$ cat src/rtl/riscv_pkg.sv
// riscv_pkg: shared widths, constants and fetch-stage types for the RV32I core
package riscv_pkg;
    localparam int XLEN = 32;
    localparam logic [XLEN-1:0] NOP_INSTR = 32'h0000_0013;
    typedef enum logic [1:0] {
        IDLE = 2'd0,
        WAIT = 2'd1,
        DROP = 2'd2
    } fetch_state_e;
    typedef struct packed {
        logic [XLEN-1:0] pc;
        logic [XLEN-1:0] instr;
    } fetch_entry_t;
endpackage

$ cat src/rtl/fetch_fifo.sv
// fetch_fifo: small instruction buffer holding {pc, instr} pairs with flush
module fetch_fifo
    import riscv_pkg::*;
#(
    parameter int DEPTH = 2
) (
    input  logic                     CLK,
    input  logic                     RST,
    input  logic                     push,
    input  fetch_entry_t             push_data,
    input  logic                     pop,
    input  logic                     flush,
    output fetch_entry_t             head,
    output logic [$clog2(DEPTH):0]   count,
    output logic                     empty,
    output logic                     full
);
    localparam int AW = $clog2(DEPTH);
    localparam int CW = AW + 1;
    fetch_entry_t mem_q [DEPTH];
    fetch_entry_t mem_d [DEPTH];
    logic [AW-1:0] rd_ptr_q, rd_ptr_d, wr_ptr_q, wr_ptr_d;
    logic [CW-1:0] count_q, count_d;
    logic pop_ok, push_ok;
    assign empty = count_q == '0;
    assign full  = count_q == CW'(DEPTH);
    assign count = count_q;
    assign head  = mem_q[rd_ptr_q];
    // next pointers/occupancy; flush discards everything, pop frees room for a same-cycle push
    always_comb begin
        mem_d    = mem_q;
        rd_ptr_d = rd_ptr_q;
        wr_ptr_d = wr_ptr_q;
        count_d  = count_q;
        pop_ok   = pop & ~empty;
        push_ok  = push & (~full | pop_ok);
        if (flush) begin
            rd_ptr_d = '0;
            wr_ptr_d = '0;
            count_d  = '0;
        end else begin
            if (push_ok) begin
                mem_d[wr_ptr_q] = push_data;
                wr_ptr_d        = wr_ptr_q + AW'(1);
            end
            if (pop_ok) rd_ptr_d = rd_ptr_q + AW'(1);
            count_d = count_q + CW'(push_ok) - CW'(pop_ok);
        end
    end
    // buffer state registers
    always_ff @(posedge CLK or negedge RST) begin
        if (!RST) begin
            mem_q    <= '{default: '0};
            rd_ptr_q <= '0;
            wr_ptr_q <= '0;
            count_q  <= '0;
        end else begin
            mem_q    <= mem_d;
            rd_ptr_q <= rd_ptr_d;
            wr_ptr_q <= wr_ptr_d;
            count_q  <= count_d;
        end
    end
endmodule

$ cat src/rtl/fetch_unit.sv
// fetch_unit: fetch PC, single-outstanding imem requests, buffered valid/ready delivery
module fetch_unit
    import riscv_pkg::*;
#(
    parameter logic [XLEN-1:0] RESET_PC = 32'h0000_0000,
    parameter int              DEPTH    = 2
) (
    input  logic            CLK,
    input  logic            RST,
    output logic            imem_req,
    output logic [XLEN-1:0] imem_addr,
    input  logic            imem_rvalid,
    input  logic [XLEN-1:0] imem_rdata,
    input  logic            redirect_valid,
    input  logic [XLEN-1:0] redirect_pc,
    output logic            instr_valid,
    input  logic            instr_ready,
    output logic [XLEN-1:0] instr,
    output logic [XLEN-1:0] instr_pc,
    output logic [XLEN-1:0] fetch_pc
);
    localparam int CW = $clog2(DEPTH) + 1;
    fetch_state_e state_q, state_d;
    logic [XLEN-1:0] fetch_pc_q, fetch_pc_d, req_pc_q, req_pc_d;
    logic push, pop, issue, fifo_empty, fifo_full;
    logic [CW-1:0] count, entries_after;
    fetch_entry_t push_entry, head;
    logic unused_ok;
    assign unused_ok   = &{1'b0, redirect_pc[1:0], fifo_full};
    assign instr_valid = ~fifo_empty;
    assign instr       = instr_valid ? head.instr : NOP_INSTR;
    assign instr_pc    = instr_valid ? head.pc : '0;
    assign fetch_pc    = fetch_pc_q;
    assign imem_req    = issue;
    assign imem_addr   = fetch_pc_q;
    // request issue, PC update and FSM next state; redirect overrides everything
    always_comb begin
        pop           = instr_valid & instr_ready & ~redirect_valid;
        push          = (state_q == WAIT) & imem_rvalid & ~redirect_valid;
        push_entry    = '{pc: req_pc_q, instr: imem_rdata};
        entries_after = count - CW'(pop) + CW'(push);
        issue         = RST & ~redirect_valid & (entries_after < CW'(DEPTH)) &
                        ((state_q == IDLE) | ((state_q == WAIT) & imem_rvalid));
        fetch_pc_d    = redirect_valid ? {redirect_pc[XLEN-1:2], 2'b00} :
                        issue ? fetch_pc_q + 32'd4 : fetch_pc_q;
        req_pc_d      = issue ? fetch_pc_q : req_pc_q;
        state_d       = state_q;
        case (state_q)
            IDLE:    state_d = issue ? WAIT : IDLE;
            WAIT:    state_d = imem_rvalid ? (issue ? WAIT : IDLE) : (redirect_valid ? DROP : WAIT);
            DROP:    state_d = imem_rvalid ? IDLE : DROP;
            default: state_d = IDLE;
        endcase
    end
    // FSM and PC registers
    always_ff @(posedge CLK or negedge RST) begin
        if (!RST) begin
            state_q    <= IDLE;
            fetch_pc_q <= RESET_PC;
            req_pc_q   <= '0;
        end else begin
            state_q    <= state_d;
            fetch_pc_q <= fetch_pc_d;
            req_pc_q   <= req_pc_d;
        end
    end
    fetch_fifo #(.DEPTH(DEPTH)) u_fifo (
        .CLK       (CLK),
        .RST       (RST),
        .push      (push),
        .push_data (push_entry),
        .pop       (pop),
        .flush     (redirect_valid),
        .head      (head),
        .count     (count),
        .empty     (fifo_empty),
        .full      (fifo_full)
    );
endmodule

$ cat config.mk
export PLATFORM = sky130hd
export DESIGN_NAME = fetch_unit
export DESIGN_NICKNAME = d
export VERILOG_FILES = /design/src/rtl/riscv_pkg.sv /design/src/rtl/fetch_fifo.sv /design/src/rtl/fetch_unit.sv
export SDC_FILE = /design/constraint.sdc
export NUM_CORES = 1
export LEC_CHECK = 0
export ABC_AREA = 1
export CAP_MARGIN = 0
export CORE_MARGIN = 2
export CORE_UTILIZATION = 65
export CTS_BUF_LIST = sky130_fd_sc_hd__clkbuf_4 sky130_fd_sc_hd__clkbuf_8
export DETAILED_ROUTE_END_ITERATION = 12
export DONT_BUFFER_PORTS = 1
export PLACE_DENSITY = 0.81
export SKIP_LAST_GASP = 1
export SYNTH_ARGS = -nofsm -noshare
export SYNTH_HDL_FRONTEND = slang
export SYNTH_SLANG_ARGS = --single-unit
$ cat constraint.sdc
create_clock -name CLK -period 6.09 [get_ports CLK]
set_input_delay 0.9135 -clock CLK [delete_from_list [all_inputs] [get_ports CLK]]
set_output_delay 0.9135 -clock CLK [all_outputs]
set_load 0.005 [all_outputs]
Yosys cells after proc, flatten, opt, wreduce, memory -nomap -nowiden --
Index checks and enable logic that the tools add are counted.
Word-level totals: register bits after elaboration 198, input port bits 69, output and inout bits 130, logic and storage cells 67
Cells by class: add/subtract/negate cells 7, $lt $le $gt $ge 4, equality and inequality tests 3, multiplexer cells 20, bitwise operators 16, reduce and logical (&&, ||, !) cells 7
Operator list (count):
- 64-bit 2-to-1 mux | 4
- 128-bit bitwise mux | 1
- 32-bit 2-to-1 mux | 4
- 64-bit demux with 1-bit select | 1
- 32-bit by 3-bit adder with 32-bit output (second input constant) | 1
- 1-bit AND | 9
- 2-bit 2-to-1 mux | 4
- 2-bit one-hot mux with 3 select lines | 1
- 2-bit nonzero test | 3
- 1-bit 2-to-1 mux | 5
- 2-bit by 1-bit adder with 2-bit output | 2
- 2-bit equality test (second input constant) | 2
- 2-bit >= comparator (second input constant) | 2
- 2-bit zero test | 2
- 1-bit inverter with 2-bit output | 2
- 2-bit by 1-bit subtractor with 2-bit output | 2
- 1-bit inverter | 3
- 1-bit adder (second input constant) | 2
- 2-bit by 1-bit equality test with 1-bit output (second input constant) | 1
- 2-bit by 1-bit less-than comparator with 1-bit output (second input constant) | 1
- 2-bit less-than comparator (second input constant) | 1
- 1-bit OR | 2
- 2-bit AND reduction | 1
- 1-bit logical AND | 1

Longest topological paths before layout --
Gate-level depths: netlist of the first run.
depth in word-level cells 12, depth in mapped cells 14, depth with buffers taken out 12

Cells and area by module --
From an unflattened synthesis of the first run, not the netlist that was laid out.
Second synthesis, totals: cells, all modules 1488, area, all modules 10842.9 µm²
By module, submodules not included:
- fetch_fifo | times used 1, cells an instance 811, area an instance 6436.2 µm², seq. area each 3303.2 µm²
- fetch_unit | times used 1, cells an instance 677, area an instance 4406.7 µm², seq. area each 1551.5 µm²

Worst setup path after synthesis of the first run --
No wires, ideal clock.
path type input-to-output, from in redirect_valid, to out imem_req, arrival 2472 ps, required time 5176 ps, setup slack 2704 ps, stages on the path 10, buffers on the path 3, cell sequence clkbuf_1 > buf_1 > nor3_1 > ha_1 > inv_1 > nand3_1 > nand2_1 > nand3_2 > inv_2 > buf_2
Between the ends: cells in the longest elaborated chain, start to end 7, elaborated cells between the ends (all ways) 9, classes of those cells add/sub: 2; order compare: 1; bitwise: 6
Ends and longest elaborated chain:
- from (decl) | RTL line fetch_unit.sv:14 | input logic redirect_valid,
- 1-bit inverter (no line) (*)
- 1-bit AND | RTL line fetch_unit.sv:38 | pop = instr_valid & instr_ready & ~redirect_valid;
- 2-bit by 1-bit subtractor with 2-bit output | RTL line fetch_unit.sv:41 | entries_after = count - CW'(pop) + CW'(push);
- 2-bit by 1-bit adder with 2-bit output | RTL line fetch_unit.sv:41
- 2-bit less-than comparator | RTL line fetch_unit.sv:42 | issue = RST & ~redirect_valid & (entries_after < CW'(DEPTH)) &
- 1-bit AND (*) (2 in series) | RTL line fetch_unit.sv:42
- to (decl) | RTL line fetch_unit.sv:10 | output logic imem_req,
Every way passes the cells marked *; elsewhere a longest branch is shown, timed or not.

Worst setup path after layout of the first run --
from in instr_ready, to out imem_req
Between the ends: cells in the longest elaborated chain, start to end 7
Ends and longest elaborated chain:
- from (decl) | RTL line fetch_unit.sv:17 | input logic instr_ready,
- 1-bit AND (2 in series) | RTL line fetch_unit.sv:38
- 2-bit by 1-bit subtractor with 2-bit output | RTL line fetch_unit.sv:41
- 2-bit by 1-bit adder with 2-bit output | RTL line fetch_unit.sv:41
- 2-bit less-than comparator | RTL line fetch_unit.sv:42
- 1-bit AND (2 in series) | RTL line fetch_unit.sv:42
Every way passes these cells.

==> flow_summary_export.csv, run 1 <==
group,metric,value,unit
outcome,status,"finished, final reports clean",
clock_tree,h-tree-depth,4,
worst_setup_path,endpoint_kind,"primary output",
routing,viasPerCell,5.51,
worst_setup_path,setup.worst_path.class,"in2out",
cells_and_area,drive_gt1_share,5.72,%
synthesis,synthCells,1247,
clock_tree,cts_tree,"done",
global_route,use_met2,42.3,%
timing,finalSetupTns,0,ps
cells_and_area,area_growth,1.85,%
global_route,grt_max_degree,192,
placed_design,dp_hpwl,13100,µm
timing,finalHoldViolations,0,
floorplanning,fp.dieW,125,µm
global_route,gr-usage-met1,39.3,%
timing,setup_viol,0,
timing,fmaxAchievable,277,MHz
global_route,antenna_found_initial,0,
synthesis,synth_edf_count,0,
worst_setup_path,cp.arrival,2700,ps
timing,relSlewSlack,22.0,%
clock_tree,clk_pin_slew,90,ps
global_route,overflow,0,
timing,rsz0062_at_grt,"false",
global_route,track_usage,27.5,%
power,p_leak,0.00468,µW
placed_design,postPlaceCellArea,9190,µm²
routing,drc_errors,0,
clock_tree,clock-sinks,190,
timing,fin_crit_sh,59.3,%
power,p_int,2330,µW
synthesis,avgSynthCellArea,7.60,µm²
clock_tree,clockBufferDepth,2,
routing,drt-total-wl,20900,µm
worst_setup_path,cp_max_fo,72,
clock_tree,worstSkewPairLatency,470,ps
clock_tree,cts_buffers,17,
power,switching_share,31.1,%
timing,finalMaxSlewViolations,0,
routing,final_antenna_net_count,0,
synthesis,ys_ff_latch,190,
floorplanning,num_rows,44,
power,p_per_area,351,nW/µm²
clock_tree,hold_buffers,0,
timing,fin_skew,11.0,ps
worst_setup_path,r2r_slack,3360,ps
global_route,gr-max-usage-layer,"met2",
cells_and_area,fin_area,9650,µm²
floorplanning,core,14400,µm²
synthesis,async_reset_ff_share,100,%
clock_tree,postCtsSetupBuffers,0,
power,vdd_ir_drop_max,0.155,mV
power,clkPwrFrac,27.3,%
timing,worst_pin_slew,1170,ps
global_route,grt_pass1_vias,6930,
worst_setup_path,crit_path_start_kind,"primary input",
power,p_seq_share,53.8,%
power,power_frac_comb,18.8,%
power,p_sw,1060,µW
synthesis,ys.flop_type,"dfrtp_1",
clock_tree,cts_root_buf,"clkbuf_8",
placed_design,gp_congestion,0.963,
routing,drt_iter0_markers,598,
synthesis,syn_area,9470,µm²
placed_design,port_buffers,0,
worst_hold_path,hold_class,"in2async",
job,maxCapViolCount,0,
floorplanning,top_level_ports,199,
floorplanning,dieArea,15600,µm²
routing,wire_per_inst,15.3,µm
synthesis,yosysSeqAreaShare,50.2,%
routing,dr.pass1.iters,6,
cells_and_area,antennaDiodeCount,0,
timing,post-route-min-period,3610,ps
global_route,grt_pass1_wl,34500,µm
worst_setup_path,critPathRequiredTime,5180,ps
cells_and_area,nets,1249,
clock_tree,cts_resized,0,
floorplanning,start_util,65.9,%
synthesis,synth_cell_type_count,29,
global_route,met3_usage,5.80,%
synthesis,synth-warning-count,0,
floorplanning,die_h,125,µm
routing,routed-via-count,7564,
## cell families after synthesis
| kind of cell | Yosys count | synth area share (%) |
|---|---|---|
| AND/OR/NAND/NOR | 592 | 24.9 |
| XOR/XNOR | 6 | 0.555 |
| buffers and inverters | 224 | 11.1 |
| AO/OA/AOI/OAI | 230 | 12.6 |
| adder cells (fa/ha/maj) | 4 | 0.528 |
| flip-flops | 190 | 50.2 |
| other | 1 | 0.0396 |
## metrics by stage
step	worst slack (ps)	hold slack [ps]	instances	power [µW]	utilization (%)
6_report	2480	134	1372	3390	67.1
5_1_grt	2250	93.7	1372	3620	67.1
4_1_cts	2470	104	1372	3410	67.1
3_5_place_dp	2510	468	1341	2480	63.9
3_3_place_gp	2550	465	1341	2440	63.9
2_1_floorplan	2700	453	1252	2360	-
## routing by layer
layer	part of all wire [%]	wire length [µm]
met4	1.9	392
met1	45	9360
met3	6.9	1450
met2	47	9740
met5	0	0
## state kept, by name (all words and copies together) (netlist names)
register and count:
u_fifo.mem_q 124, u_fifo.count 2, fetch_pc 30, state_q 2, u_fifo.rd_ptr_q 1, u_fifo.wr_ptr_q 1, req_pc_q 30
## cell usage after synthesis, types with 2 or more instances
master    instances  area share, %
a21oi_1          61            3.2
buf_1             2          0.079
buf_2            15           0.79
buf_4            36            2.9
buf_6             6           0.71
clkbuf_1         39            1.5
dfrtp_1         190             50
ha_1              4           0.53
inv_1           121            4.8
inv_2             3           0.12
nand2_1         451             18
nand2_2          12           0.79
nand3_1          72            3.8
nor2_1           49            1.9
nor3_1            4           0.21
o21ai_0         115            6.1
o21ai_1          41            2.2
o21ai_2          11            1.0
xnor2_1           2           0.18
xor2_1            4           0.37
## worst max-delay path, stage by stage
cell     delay (ps)
inv_1            60
nor3_1          220
ha_1            230
nand2_1          60
nand2_1          80
nand3_1          80
nand3_2          60
buf_4           500
inv_2           450
## cells in the final DEF, fill, tap and decap left out, drive strengths merged, types with 5 or more instances in the layout
cell and count:
a21oi 61, buf 5, clkbuf 22, conb 6, dfrtp 190, inv 124, nand2 463, nand3 73
nor2 50, o21ai 167
## layout make-up
class,instances,area [µm²]
fill,1266,4720
multi-input combinational,838,3700
clock inverter,9,156
clock buffer,22,303
timing repair buffer,5,37.5
sequential,190,4760
tap,184,230
inverter,124,465
## power by group through the flow
stage                     registers, µW  clock network, µW  logic (µW)
after floorplan                    1770                  0         584
after global placement             1830                  0         612
after detailed placement           1840                  0         640
after CTS                          1820                945         643
after global routing               1870                996         752
final                              1820                927         638
## worst paths after layout
check / from / end / depth (start not counted)
worst min-delay path: RST / u_fifo.mem_q[30] / 0
worst max register to register: u_fifo.count[1] / fetch_pc[9] / 11
worst min register to register: u_fifo.mem_q[95] / u_fifo.mem_q[95] / 2
min in group CLK: u_fifo.mem_q[95] / u_fifo.mem_q[95] / 2
max in group asynchronous: RST / fetch_pc[28] / 0
worst max-delay path: instr_ready / imem_req / 9
(Power assumes the default switching activity.)
==> run 2, diff against run 1 <==
--- a/config.mk
+++ b/config.mk
@@ -8,11 +8,11 @@
 export ABC_AREA = 1
 export CAP_MARGIN = 0
 export CORE_MARGIN = 2
-export CORE_UTILIZATION = 65
+export CORE_UTILIZATION = 60
 export CTS_BUF_LIST = sky130_fd_sc_hd__clkbuf_4 sky130_fd_sc_hd__clkbuf_8
 export DETAILED_ROUTE_END_ITERATION = 12
 export DONT_BUFFER_PORTS = 1
-export PLACE_DENSITY = 0.81
+export PLACE_DENSITY = 0.79
 export SKIP_LAST_GASP = 1
 export SYNTH_ARGS = -nofsm -noshare
 export SYNTH_HDL_FRONTEND = slang
==> constraint.sdc (replaced) <==
create_clock -name CLK -period 3 [get_ports CLK]
set_input_delay 0.45 -clock CLK [delete_from_list [all_inputs] [get_ports CLK]]
set_output_delay 0.45 -clock CLK [all_outputs]
set_load 0.005 [all_outputs]
==> run 2 against run 1 <==
Compared with the run above: the flow now finishes with violations (hold timing); first-iteration DRC count is 20% lower; sequential power is 100% higher; via count is 1.3% lower; routed wire length is 0.16% higher; core utilization is 3.8 points lower; die area is 8.1% higher; critical path depth is 1 lower; sequential share of layout area is 0.31 points lower; cell count is 2.6% higher; worst hold slack worse by 460 ps; combinational power is 100% higher; critical endpoint unchanged; highest routed layer unchanged.
==> flow_summary_export.csv, run 2 (same netlist as run 1, synthesis figures left out) <==
group,metric,value,unit
clock_tree,clockBufferDepth,2,
worst_setup_path,path_cells,"nor2_4, nor3_1, ha_1, inv_1, nand3_1, nand2_1, nand3_2, inv_2",
floorplanning,start_util,61.8,%
worst_setup_path,crit_path_start_kind,"flip-flop",
cells_and_area,largest_reg_flops,124,
routing,routed-via-count,7464,
floorplanning,dieArea,16800,µm²
placed_design,port_buffers,0,
global_route,overflow,0,
outcome,status,"finished with violations",
timing,fin_crit_sh,90.5,%
clock_tree,cts_root_buf,"clkbuf_8",
clock_tree,cts_buffers,17,
timing,finalSetupTns,0,ps
routing,drt-total-wl,21000,µm
cells_and_area,final_common_cell,"nand2_1",
cells_and_area,drive_gt1_share,6.43,%
placed_design,dp_cells,1377,
power,p_per_area,692,nW/µm²
floorplanning,core,15300,µm²
clock_tree,clock-sinks,190,
worst_setup_path,setup.worst_path.class,"reg2out",
clock_tree,cts_resized,0,
routing,wire_per_inst,14.9,µm
global_route,grt_pass1_vias,6887,
cells_and_area,final_cell_mix,"451 x nand2_1, 189 x dfrtp_1, 121 x inv_1",
placed_design,dp_hpwl,13900,µm
floorplanning,num_rows,45,
routing,dr.pass1.iters,5,
outcome,violations,"hold timing",
timing,rsz0062_at_grt,"false",
clock_tree,cts_tree,"done",
cells_and_area,nets,1258,
floorplanning,top_level_ports,199,
worst_setup_path,r2r_slack,750,ps
cells_and_area,seq_area,4760,µm²
timing,worst_pin_slew,741,ps
timing,fmaxAchievable,368,MHz
worst_setup_path,cp_max_fo,31,
worst_hold_path,hold_class,"in2async",
timing,post-route-min-period,2720,ps
cells_and_area,regMostFlops,"u_fifo.mem_q",
routing,viasPerCell,5.30,
power,p_leak,0.00471,µW
cells_and_area,antennaDiodeCount,0,
routing,drt_iter0_markers,480,
floorplanning,fp.dieW,130,µm
placed_design,gp_congestion,0.843,
clock_tree,worstSkewPairLatency,460,ps
clock_tree,clk_pin_slew,90,ps
global_route,antenna_found_initial,0,
global_route,grt_pass1_wl,33600,µm
global_route,grt_max_degree,192,
worst_setup_path,endpoint_kind,"primary output",
global_route,track_usage,25.5,%
worst_setup_path,worstRegToRegCells,10,
cells_and_area,multiInputGateArea,3700,µm²
job,maxCapViolCount,0,
timing,finalMaxSlewViolations,0,
worst_setup_path,max_stage_delay,500,ps
timing,whs,-322,ps
power,power,6720,µW
worst_setup_path,r2r-end,"fetch_pc[10]",
timing,finalHoldViolations,190,
worst_setup_path,cp.arrival,2270,ps
timing,setup_viol,0,
timing,fin_skew,11.4,ps
cells_and_area,area_growth,2.48,%
clock_tree,postCtsSetupBuffers,0,
power,vdd_ir_drop_max,0.298,mV
worst_setup_path,timing.rr.start,"u_fifo.count[1]",
timing,relSlewSlack,50.6,%
routing,drc_errors,0,
clock_tree,h-tree-depth,4,
worst_setup_path,critPathRequiredTime,2550,ps
cells_and_area,final_cells,1408,
worst_setup_path,slowest_stage,"dfrtp_1",
routing,final_antenna_net_count,0,
floorplanning,die_h,130,µm
cells_and_area,fill_cells,1404,
run 2: final cells by class:
class / count / area share, %
clock buffers: 20 / 2.71
flip-flops and latches: 190 / 49.0
repair buffers: 14 / 1.21
inverters: 124 / 4.80
multi-input cells: 838 / 38.1
clock inverters: 11 / 1.47
well taps: 211 / 2.72
run 2: metrics by stage:
stage          hold WS, ps  cell area (µm²)  worst slack (ps)  utilization (%)
6_report              -322             9710               285             63.4
5_1_grt               -361             9710              85.2             63.4
4_1_cts               -351             9710               278             63.4
3_5_place_dp           160             9300               761             60.7
3_3_place_gp           160             9300               770             60.7
2_1_floorplan          154             9490               541                -
run 2: report_power, final:
group	switching, µW	internal [µW]
registers	493	3220
logic	773	514
clock network	862	856
total	2130	4590
run 2: worst max-delay path by stage:
stage | slack [ps] | endpoint | startpoint
after global placement | 770 | imem_req | instr_ready
after global routing | 90 | imem_req | u_fifo.count[1]
after CTS | 280 | imem_req | u_fifo.count[1]
final | 280 | imem_req | u_fifo.count[1]
after detailed placement | 760 | fetch_pc[30] | instr_ready
after floorplan | 540 | imem_req | redirect_valid
run 2: worst max-delay path, delay by kind of cell (launching register included):
kind / cells / cell delay, ps
adders and majority gates: 1 / 260
and+or+nand+nor: 5 / 510
buffers and inverters: 2 / 530
DFF: 1 / 500
run 2: routing by layer:
metal	GRT usage (%)	vias to the layer above	share of wire, %
met2	41.0	245	46
met1	34.1	3447	45
met4	9.74	0	2.3
li1	-	3740	-
met5	0	-	0
met3	5.45	32	6.1
==> run 3, diff against run 2 <==
--- a/config.mk
+++ b/config.mk
@@ -8,11 +8,12 @@
 export ABC_AREA = 1
 export CAP_MARGIN = 0
 export CORE_MARGIN = 2
-export CORE_UTILIZATION = 60
+export CORE_UTILIZATION = 65
 export CTS_BUF_LIST = sky130_fd_sc_hd__clkbuf_4 sky130_fd_sc_hd__clkbuf_8
 export DETAILED_ROUTE_END_ITERATION = 12
 export DONT_BUFFER_PORTS = 1
-export PLACE_DENSITY = 0.79
+export PLACE_DENSITY = 0.81
+export RECOVER_POWER = 50
 export SKIP_LAST_GASP = 1
 export SYNTH_ARGS = -nofsm -noshare
 export SYNTH_HDL_FRONTEND = slang
==> constraint.sdc (replaced) <==
create_clock -name CLK -period 2.71 [get_ports CLK]
set_input_delay 0.4065 -clock CLK [delete_from_list [all_inputs] [get_ports CLK]]
set_output_delay 0.4065 -clock CLK [all_outputs]
set_load 0.005 [all_outputs]
==> run 3 against run 2 <==
Compared with the run above: the run still ends with hold timing left; cell count shrank 1.8%; first-iteration DRC count up 44%; clock power is 15% higher; largest power group unchanged.
==> flow_summary_export.csv, run 3 (same netlist as run 1, synthesis figures left out) <==
group,metric,value,unit
worst_setup_path,r2r-end,"u_fifo.mem_q[65]",
cells_and_area,nets,1259,
floorplanning,start_util,65.9,%
worst_setup_path,timing.rr.start,"u_fifo.count[0]",
timing,worst_pin_slew,1300,ps
clock_tree,worstSkewPairLatency,460,ps
global_route,grt_pass1_vias,6910,
timing,post-route-min-period,2510,ps
routing,final_antenna_net_count,0,
clock_tree,clk_pin_slew,90,ps
timing,finalSetupTns,0,ps
clock_tree,clock-sinks,190,
clock_tree,cts_buffers,17,
cells_and_area,final_cells,1382,
timing,finalHoldViolations,190,
global_route,overflow,0,
routing,routed-via-count,7594,
clock_tree,clockBufferDepth,2,
placed_design,dp_cells,1349,
placed_design,dp_hpwl,13700,µm
floorplanning,top_level_ports,199,
worst_setup_path,setup.worst_path.class,"reg2out",
floorplanning,fp.dieW,125,µm
floorplanning,num_rows,44,
power,vdd_ir_drop_max,0.508,mV
routing,drc_errors,0,
cells_and_area,regMostFlops,"u_fifo.mem_q",
worst_hold_path,hold_class,"in2async",
global_route,antenna_found_initial,0,
cells_and_area,area_growth,2.56,%
worst_setup_path,critPathRequiredTime,2300,ps
power,p_leak,0.00473,µW
timing,fmaxAchievable,399,MHz
global_route,grt_max_degree,192,
routing,dr.pass1.iters,6,
clock_tree,cts_root_buf,"clkbuf_8",
clock_tree,hold_buffers,2,
global_route,track_usage,27.7,%
floorplanning,core,14400,µm²
job,maxCapViolCount,0,
global_route,grt_pass1_wl,34900,µm
placed_design,port_buffers,0,
cells_and_area,antennaDiodeCount,0,
worst_setup_path,worstRegToRegCells,7,
routing,wire_per_inst,15.1,µm
clock_tree,cts_resized,0,
timing,setup_viol,0,
timing,fin_crit_sh,92.5,%
clock_tree,cts_tree,"done",
timing,fin_skew,9.79,ps
power,p_per_area,774,nW/µm²
floorplanning,die_h,125,µm
routing,drt-total-wl,20900,µm
cells_and_area,largest_reg_flops,124,
routing,viasPerCell,5.49,
timing,whs,-365,ps
outcome,status,"finished with violations",
cells_and_area,final_cell_mix,"451 x nand2_1, 189 x dfrtp_1, 121 x inv_1",
timing,finalMaxSlewViolations,0,
worst_setup_path,endpoint_kind,"primary output",
cells_and_area,final_common_cell,"nand2_1",
worst_setup_path,cp_max_fo,25,
worst_setup_path,crit_path_start_kind,"flip-flop",
timing,rsz0062_at_grt,"false",
worst_setup_path,cp.arrival,2100,ps
placed_design,gp_congestion,0.862,
clock_tree,h-tree-depth,4,
floorplanning,dieArea,15600,µm²
timing,relSlewSlack,13.6,%
worst_setup_path,r2r_slack,470,ps
clock_tree,postCtsSetupBuffers,0,
outcome,violations,"hold timing",
routing,drt_iter0_markers,692,
cells_and_area,drive_gt1_share,6.34,%
## run 3: area by class of cell
type | count | area (µm²)
well taps | 184 | 230
flip-flops and latches | 190 | 4760
multi-input cells | 838 | 3700
clock inverters | 12 | 169
repair buffers | 15 | 140
inverters | 124 | 465
fillers | 1221 | 4650
clock buffers | 19 | 255
## run 3: per-layer routing
layer  GRT usage, %  vias to the layer above  routed length (µm)
met4           11.6                        0                 620
met1           39.0                     3525                9360
met2           42.3                      285                9570
met5              0                        -                   0
li1               -                     3744                   -
met3           5.76                       40                1310
## run 3: worst max-delay path: stages, from the launching register on
cell and delay [ps]:
dfrtp_1 500, nor2_4 50, nor3_1 140, ha_1 250
inv_1 70, nand3_1 80, nand2_1 80, nand3_2 110
inv_2 370
## run 3: power by group
part,internal (µW),switching [µW],total [µW]
Sequential,3560,545,4110
Combinational,573,870,1440
Clock,1030,945,1970
## run 3: worst max path at each step
stage | from | endpoint | slack (ps) | cells past startpoint
2_1_floorplan | redirect_valid | imem_req | 340 | 10
3_3_place_gp | instr_ready | fetch_pc[22] | 630 | 11
3_5_place_dp | u_fifo.count[1] | u_fifo.count[1] | 600 | 8
4_1_cts | u_fifo.count[1] | imem_req | 180 | 8
5_1_grt | u_fifo.count[1] | imem_req | 10 | 8
6_report | u_fifo.count[1] | imem_req | 200 | 8
## run 3: per-stage QoR
step                      area [µm²]  setup WS [ps]  utilization [%]  hold WS, ps  total power (µW)
after floorplan                 9490            338                -          111              5300
after global placement          9290            627             64.6          116              5500
after detailed placement        9290            595             64.6          116              5600
after CTS                       9730            181             67.7         -387              7570
after global routing            9710           11.3             67.6         -396              8060
final                           9710            203             67.6         -365              7520
